**src/rtl/wb_stage_pkg.sv**
```systemverilog
// Shared encodings and widths for the writeback stage and its helpers.
package wb_stage_pkg;

  localparam int unsigned REG_W  = 5;
  localparam int unsigned DATA_W = 32;
  localparam logic [DATA_W-1:0] RESET_PC_DEFAULT = 32'h0000_3000;

  typedef enum logic [1:0] {
    WD_ALU  = 2'd0,
    WD_MEM  = 2'd1,
    WD_LINK = 2'd2,
    WD_CP0  = 2'd3
  } wd_sel_e;

  typedef enum logic [2:0] {
    LD_LW  = 3'd0,
    LD_LB  = 3'd1,
    LD_LBU = 3'd2,
    LD_LH  = 3'd3,
    LD_LHU = 3'd4
  } load_type_e;

endpackage

```
**src/rtl/wb_stage_if.sv**
```systemverilog
// M-stage result bundle into W, and the GRF/forwarding/trace outputs out of W.
interface wb_stage_if;
  import wb_stage_pkg::*;

  logic              flush;
  logic              m_valid;
  logic [DATA_W-1:0] m_pc;
  logic              m_rf_we;
  logic [REG_W-1:0]  m_rf_a3;
  logic [1:0]        m_wd_sel;
  logic [2:0]        m_load_type;
  logic [DATA_W-1:0] m_alu_result;
  logic [DATA_W-1:0] m_mem_rdata;
  logic [DATA_W-1:0] m_cp0_rdata;

  logic              grf_we;
  logic [REG_W-1:0]  grf_a3;
  logic [DATA_W-1:0] grf_wd;
  logic [DATA_W-1:0] w_pc;
  logic              w_valid;
  logic [DATA_W-1:0] instret;

  modport master (
    output flush, m_valid, m_pc, m_rf_we, m_rf_a3, m_wd_sel, m_load_type,
           m_alu_result, m_mem_rdata, m_cp0_rdata,
    input  grf_we, grf_a3, grf_wd, w_pc, w_valid, instret
  );

  modport slave (
    input  flush, m_valid, m_pc, m_rf_we, m_rf_a3, m_wd_sel, m_load_type,
           m_alu_result, m_mem_rdata, m_cp0_rdata,
    output grf_we, grf_a3, grf_wd, w_pc, w_valid, instret
  );
endinterface

```
**src/rtl/wb_stage_load_ext.sv**
```systemverilog
// Load data formatter: picks the byte/halfword lane from a raw little-endian word and extends it.
module load_ext
  import wb_stage_pkg::*;
(
  input  logic [2:0]        load_type,
  input  logic [1:0]        offset,
  input  logic [DATA_W-1:0] raw,
  output logic [DATA_W-1:0] data
);

  logic [7:0]  byte_lane;
  logic [15:0] half_lane;

  always_comb begin
    byte_lane = raw[7:0];
    case (offset)
      2'd0: byte_lane = raw[7:0];
      2'd1: byte_lane = raw[15:8];
      2'd2: byte_lane = raw[23:16];
      2'd3: byte_lane = raw[31:24];
      default: byte_lane = raw[7:0];
    endcase
    // offset[0] is ignored for halfwords; misalignment traps before W
    half_lane = offset[1] ? raw[31:16] : raw[15:0];
  end

  always_comb begin
    data = raw;
    case (load_type)
      LD_LB:   data = {{24{byte_lane[7]}}, byte_lane};
      LD_LBU:  data = {24'd0, byte_lane};
      LD_LH:   data = {{16{half_lane[15]}}, half_lane};
      LD_LHU:  data = {16'd0, half_lane};
      default: data = raw;
    endcase
  end

endmodule

```
**src/rtl/wb_stage.sv**
```systemverilog
// Writeback stage: registers the M-stage bundle, drives the GRF write port and counts retirements.
module wb_stage
  import wb_stage_pkg::*;
#(
  parameter logic [DATA_W-1:0] RESET_PC = RESET_PC_DEFAULT
) (
  input  logic       clk,
  input  logic       reset,
  wb_stage_if.slave  bus
);

  logic              valid_q;
  logic [DATA_W-1:0] pc_q;
  logic              rf_we_q;
  logic [REG_W-1:0]  a3_q;
  wd_sel_e           wd_sel_q;
  logic [2:0]        load_type_q;
  logic [DATA_W-1:0] alu_q;
  logic [DATA_W-1:0] mem_q;
  logic [DATA_W-1:0] cp0_q;
  logic [DATA_W-1:0] instret_q;

  logic              we;
  logic [DATA_W-1:0] load_data;
  logic [DATA_W-1:0] wd;

  always_ff @(posedge clk) begin
    if (reset || bus.flush) begin
      valid_q     <= 1'b0;
      pc_q        <= RESET_PC;
      rf_we_q     <= 1'b0;
      a3_q        <= '0;
      wd_sel_q    <= WD_ALU;
      load_type_q <= '0;
      alu_q       <= '0;
      mem_q       <= '0;
      cp0_q       <= '0;
    end else begin
      valid_q     <= bus.m_valid;
      pc_q        <= bus.m_pc;
      rf_we_q     <= bus.m_rf_we;
      a3_q        <= bus.m_rf_a3;
      wd_sel_q    <= wd_sel_e'(bus.m_wd_sel);
      load_type_q <= bus.m_load_type;
      alu_q       <= bus.m_alu_result;
      mem_q       <= bus.m_mem_rdata;
      cp0_q       <= bus.m_cp0_rdata;
    end
  end

  always_ff @(posedge clk) begin
    if (reset) begin
      instret_q <= '0;
    end else if (!bus.flush && bus.m_valid) begin
      instret_q <= instret_q + 32'd1;
    end
  end

  load_ext u_load_ext (
    .load_type (load_type_q),
    .offset    (alu_q[1:0]),
    .raw       (mem_q),
    .data      (load_data)
  );

  assign we = valid_q && rf_we_q && (a3_q != '0);

  always_comb begin
    wd = '0;
    if (we) begin
      case (wd_sel_q)
        WD_ALU:  wd = alu_q;
        WD_MEM:  wd = load_data;
        WD_LINK: wd = pc_q + 32'd8;
        WD_CP0:  wd = cp0_q;
        default: wd = '0;
      endcase
    end
  end

  assign bus.grf_we  = we;
  assign bus.grf_a3  = we ? a3_q : '0;
  assign bus.grf_wd  = wd;
  assign bus.w_pc    = pc_q;
  assign bus.w_valid = valid_q;
  assign bus.instret = instret_q;

endmodule

```
**src/flat_wrapper.sv**
```systemverilog
// flat-port wrapper written by rule: the top's interface ports become plain ports
module wb_stage_flat import wb_stage_pkg::*;
#(
  parameter logic [DATA_W-1:0] RESET_PC = RESET_PC_DEFAULT
)
  (clk, reset, bus_flush, bus_m_valid, bus_m_pc, bus_m_rf_we, bus_m_rf_a3, bus_m_wd_sel, bus_m_load_type, bus_m_alu_result, bus_m_mem_rdata, bus_m_cp0_rdata, bus_grf_we, bus_grf_a3, bus_grf_wd, bus_w_pc, bus_w_valid, bus_instret);
  wb_stage_if bus_i ();
  input  logic clk;
  input  logic reset;
  input wire logic [$bits(bus_i.flush)-1:0] bus_flush;
  input wire logic [$bits(bus_i.m_valid)-1:0] bus_m_valid;
  input wire logic [$bits(bus_i.m_pc)-1:0] bus_m_pc;
  input wire logic [$bits(bus_i.m_rf_we)-1:0] bus_m_rf_we;
  input wire logic [$bits(bus_i.m_rf_a3)-1:0] bus_m_rf_a3;
  input wire logic [$bits(bus_i.m_wd_sel)-1:0] bus_m_wd_sel;
  input wire logic [$bits(bus_i.m_load_type)-1:0] bus_m_load_type;
  input wire logic [$bits(bus_i.m_alu_result)-1:0] bus_m_alu_result;
  input wire logic [$bits(bus_i.m_mem_rdata)-1:0] bus_m_mem_rdata;
  input wire logic [$bits(bus_i.m_cp0_rdata)-1:0] bus_m_cp0_rdata;
  output wire logic [$bits(bus_i.grf_we)-1:0] bus_grf_we;
  output wire logic [$bits(bus_i.grf_a3)-1:0] bus_grf_a3;
  output wire logic [$bits(bus_i.grf_wd)-1:0] bus_grf_wd;
  output wire logic [$bits(bus_i.w_pc)-1:0] bus_w_pc;
  output wire logic [$bits(bus_i.w_valid)-1:0] bus_w_valid;
  output wire logic [$bits(bus_i.instret)-1:0] bus_instret;
  assign bus_i.flush = bus_flush;
  assign bus_i.m_valid = bus_m_valid;
  assign bus_i.m_pc = bus_m_pc;
  assign bus_i.m_rf_we = bus_m_rf_we;
  assign bus_i.m_rf_a3 = bus_m_rf_a3;
  assign bus_i.m_wd_sel = bus_m_wd_sel;
  assign bus_i.m_load_type = bus_m_load_type;
  assign bus_i.m_alu_result = bus_m_alu_result;
  assign bus_i.m_mem_rdata = bus_m_mem_rdata;
  assign bus_i.m_cp0_rdata = bus_m_cp0_rdata;
  assign bus_grf_we = bus_i.grf_we;
  assign bus_grf_a3 = bus_i.grf_a3;
  assign bus_grf_wd = bus_i.grf_wd;
  assign bus_w_pc = bus_i.w_pc;
  assign bus_w_valid = bus_i.w_valid;
  assign bus_instret = bus_i.instret;
  wb_stage #(.RESET_PC(RESET_PC)) u_core (.clk(clk), .reset(reset), .bus(bus_i));
endmodule
```
**config.mk**
```make
export PLATFORM = sky130hd
export DESIGN_NAME = wb_stage_flat
export DESIGN_NICKNAME = d
export VERILOG_FILES = /design/src/rtl/wb_stage_pkg.sv /design/src/rtl/wb_stage_if.sv /design/src/rtl/wb_stage_load_ext.sv /design/src/rtl/wb_stage.sv /design/src/flat_wrapper.sv
export SDC_FILE = /design/constraint.sdc
export NUM_CORES = 1
export LEC_CHECK = 0
export CORE_MARGIN = 2
export CORE_UTILIZATION = 41
export CTS_CLUSTER_SIZE = 10
export DETAILED_ROUTE_END_ITERATION = 7
export PLACE_DENSITY = 0.72
export SYNTH_ARGS = -nofsm -noshare
export SYNTH_HDL_FRONTEND = slang
export SYNTH_SLANG_ARGS = --single-unit
export TNS_END_PERCENT = 100
```
**constraint.sdc**
```tcl
create_clock -name clk -period 4.6 [get_ports clk]
set_input_delay 0.92 -clock clk [delete_from_list [all_inputs] [get_ports clk]]
set_output_delay 0.92 -clock clk [all_outputs]
set_load 0.01 [all_outputs]
```
==> impl_metrics.sql <==
INSERT INTO impl_metrics (metric_group, metric, value, unit) VALUES
('grt', 'groute.usage.overall', '0.2528', ''),
('logic_synthesis', 'post_synth_instance_area', '0.007619', 'mm^2'),
('clock_tree', 'worst_setup_hold_path_clk_slew', '0.07', 'ns'),
('setup_path', 'cp_cell_sequence', 'nor2b_1 -> buf_4 -> nor2_1 -> a21oi_1 -> o21ai_0 -> a21oi_1 -> clkdlybuf4s50_1', ''),
('setup_path', 'path_max_fanout', '31', ''),
('pwr', 'max-vdd-ir-drop', '254.0', 'uV'),
('timing', 'setup_viol', '0', ''),
('die', 'initial_utilization', '0.4212', ''),
('clock_tree', 'post_cts_setup_buffer_count', '0', ''),
('routing', 'drtPass1Iterations', '5', ''),
('die', 'num_io_pins', '246', ''),
('die', 'die-area', '0.01969', 'mm^2'),
('timing', 'layout_min_cycle_time', '4.022', 'ns'),
('grt', 'grt_pass1_wl', '38340', 'um'),
('placement', 'hpwl_after_detailed_placement', '18900', 'um'),
('finish', 'post_layout_net_count', '1223', ''),
('die', 'placementRows', '49', ''),
('finish', 'nFillCells', '1628', ''),
('finish', 'layout.cells.most_common_list', 'sky130_fd_sc_hd__clkdlybuf4s50_1, sky130_fd_sc_hd__dfxtp_1, sky130_fd_sc_hd__and2_1', ''),
('routing', 'drc', '0', ''),
('placement', 'place.port_buffers', '245', ''),
('timing', 'clock_skew', '0.009152', 'ns'),
('job', 'max-cap-violations', '0', ''),
('setup_path', 'crit_top_cell', 'sky130_fd_sc_hd__a21oi_1', ''),
('setup_path', 'critical_path_buf_inv_count', '2', ''),
('logic_synthesis', 'post_synth_mux_area_share', '0.02644', ''),
('timing', 'hold-worst-slack', '0.5195', 'ns'),
('logic_synthesis', 'number_of_distinct_library_cell_variants_in_the_gate_level_netlist_after_synthesis', '64', ''),
('setup_path', 'crit_path_max_incr_delay', '0.70', 'ns'),
('setup_path', 'category_of_cells_accounting_for_the_largest_share_of_critical_path_delay', 'buffers and inverters', ''),
('pwr', 'power.density_cell_area', '313.9', 'mW/mm^2'),
('pwr', 'power.leakage', '4.022', 'nW'),
('timing', 'slew_headroom', '0.5329', ''),
('logic_synthesis', 'synthCells', '856', ''),
('logic_synthesis', 'synth_fa_ha_area_frac', '0.003285', ''),
('logic_synthesis', 'xor_xnor_fraction_of_synth_area', '0.05748', ''),
('timing', 'timing_hold_violations_final', '0', ''),
('run_status', 'run_status', 'complete, no violations', ''),
('clock_tree', 'clock-root-buffer', 'sky130_fd_sc_hd__clkbuf_16', ''),
('logic_synthesis', 'yosys_most_used_dff', 'sky130_fd_sc_hd__dfxtp_1', ''),
('finish', 'post_route_cells_drive_above_1_share', '0.06691', ''),
('setup_path', 'worst-endpoint-required', '3.68', 'ns'),
('timing', 'setup_tns', '0', 'ns'),
('clock_tree', 'cts_tree', 'built', ''),
('finish', 'layout_commonest_cell', 'sky130_fd_sc_hd__clkdlybuf4s50_1', ''),
('clock_tree', 'postCtsResizedCells', '0', ''),
('clock_tree', 'cts_hold_buffers', '0', ''),
('grt', 'overflow', '0', ''),
('logic_synthesis', 'postSynthRegisterBits', '172', ''),
('die', 'chipHeight', '140.3', 'um'),
('clock_tree', 'clk_latency', '0.44', 'ns'),
('routing', 'avgViaCountPerCell', '5.353', ''),
('die', 'floorplan.core_area', '0.01809', 'mm^2'),
('min_path', 'holdCritPathClass', 'reg -> reg', ''),
('routing', 'detailroute.via_count', '7077', ''),
('routing', 'postRouteAntennaNets', '0', ''),
('grt', 'grt_pass1_vias', '6837', ''),
('logic_synthesis', 'synth-edff-count', '0', ''),
('logic_synthesis', 'ys_warn_count', '0', ''),
('logic_synthesis', 'synth.yosys.seq_area_share', '0.4520', ''),
('logic_synthesis', 'synth-compound-area-share', '0.1329', ''),
('timing', 'fin_max_slew_vios', '0', ''),
('setup_path', 'worst-setup-path-type', 'reg -> out', ''),
('logic_synthesis', 'combinational_family_with_the_most_area_after_synthesis', 'simple AND/OR/NAND/NOR gates', ''),
('grt', 'initial_antenna_violation_count', '2', ''),
('pwr', 'total_power', '3.407', 'mW'),
('finish', 'area_growth_syn_to_layout', '42.49', '%'),
('timing', 'worst_margin_pin_slew', '0.6981', 'ns'),
('routing', 'wire_per_inst', '19.21', 'um'),
('routing', 'routed_wire_length', '25390', 'um'),
('setup_path', 'timing.critical_path.slowest_stage_cell', 'sky130_fd_sc_hd__dfxtp_2', '');
-- where the power goes --
group / switching (mW) / internal [mW]
Sequential: 0.0481 / 1.54
Combinational: 0.141 / 0.197
Clock: 0.661 / 0.821
-- flip-flops by register name, summed over array words and instances (netlist names) --
signal and cells:
u_core.a3_q 5, u_core.alu_q 32, u_core.bus.instret 32, u_core.bus.w_pc 32
u_core.bus.w_valid 1, u_core.cp0_q 32, u_core.load_type_q 3, u_core.mem_q 32
u_core.rf_we_q 1, u_core.wd_sel_q 2
-- logic make-up (layout without fill, tap and decap cells) --
logic type | after synthesis | count (layout)
AO/OA/AOI/OAI | 151 | 151
XOR/XNOR | 50 | 50
adder cells (fa/ha/maj) | 2 | 2
buffers and inverters | 72 | 307
flip-flops | 172 | 172
multiplexers | 19 | 19
other | 0 | 2
AND/OR/NAND/NOR | 390 | 390
-- worst reg2reg max path: stages (launching register included) --
cell and delay, ns:
sky130_fd_sc_hd__dfxtp_1 0.40, sky130_fd_sc_hd__ha_1 0.19, sky130_fd_sc_hd__and4b_1 0.34, sky130_fd_sc_hd__and4_1 0.40, sky130_fd_sc_hd__nand4_1 0.15, sky130_fd_sc_hd__xor2_1 0.18, sky130_fd_sc_hd__nor2_1 0.06
-- final timing paths --
kind                                            start  depth (start not counted)                             endpoint  slack, ns
setup / recovery        u_core.wd_sel_q[0]$_SDFF_PP0_                          7                       bus_grf_wd[18]       0.58
hold / removal    u_core.bus.instret[10]$_SDFFE_PP0P_                          2  u_core.bus.instret[10]$_SDFFE_PP0P_       0.52
setup reg to reg   u_core.bus.instret[0]$_SDFFE_PP0P_                          6  u_core.bus.instret[22]$_SDFFE_PP0P_       2.76
hold reg to reg   u_core.bus.instret[10]$_SDFFE_PP0P_                          2  u_core.bus.instret[10]$_SDFFE_PP0P_       0.52
-- routing by layer --
metal  global-route usage  vias to the layer above  routed length, um
met5                    0                        -                  0
met4              0.07602                        0                642
met3              0.07966                       49               2298
met2               0.4076                      301              11790
met1               0.3256                     3310              10660
li1                     -                     3417                  -
-- layout make-up --
type | count | area [um^2] | area share
antenna | 2 | 5.005 | 0.0004610
clock buffer | 17 | 425.4 | 0.03919
clock inverter | 15 | 182.7 | 0.01683
inverter | 16 | 60.06 | 0.005533
multi-input combinational | 612 | 3894 | 0.3587
sequential | 172 | 3445 | 0.3173
tap | 229 | 286.5 | 0.02639
timing repair buffer | 259 | 2557 | 0.2356
-- cells in the mapped netlist, types with 19 or more instances --
master	number	share of area
sky130_fd_sc_hd__nand2_1	43	0.021
sky130_fd_sc_hd__dfxtp_1	172	0.45
sky130_fd_sc_hd__nor2_1	64	0.032
sky130_fd_sc_hd__a21oi_1	33	0.022
sky130_fd_sc_hd__o21ai_0	33	0.022
sky130_fd_sc_hd__nand4_1	25	0.021
sky130_fd_sc_hd__xnor2_1	19	0.022
sky130_fd_sc_hd__xor2_1	31	0.036
sky130_fd_sc_hd__nand3_1	29	0.019
sky130_fd_sc_hd__clkbuf_1	40	0.020
sky130_fd_sc_hd__and3_1	20	0.016
sky130_fd_sc_hd__and2_1	146	0.12
-- stage by stage --
step                      std cells    util  cell area [um^2]
after floorplan                 856       -              7619
after global placement         1288  0.5663             10240
after detailed placement       1288  0.5663             10240
after CTS                      1320  0.5999             10850
after global routing           1321  0.6001             10850
final                          1322  0.6002             10860
No activity file was read; power rests on OpenSTA's default activity.
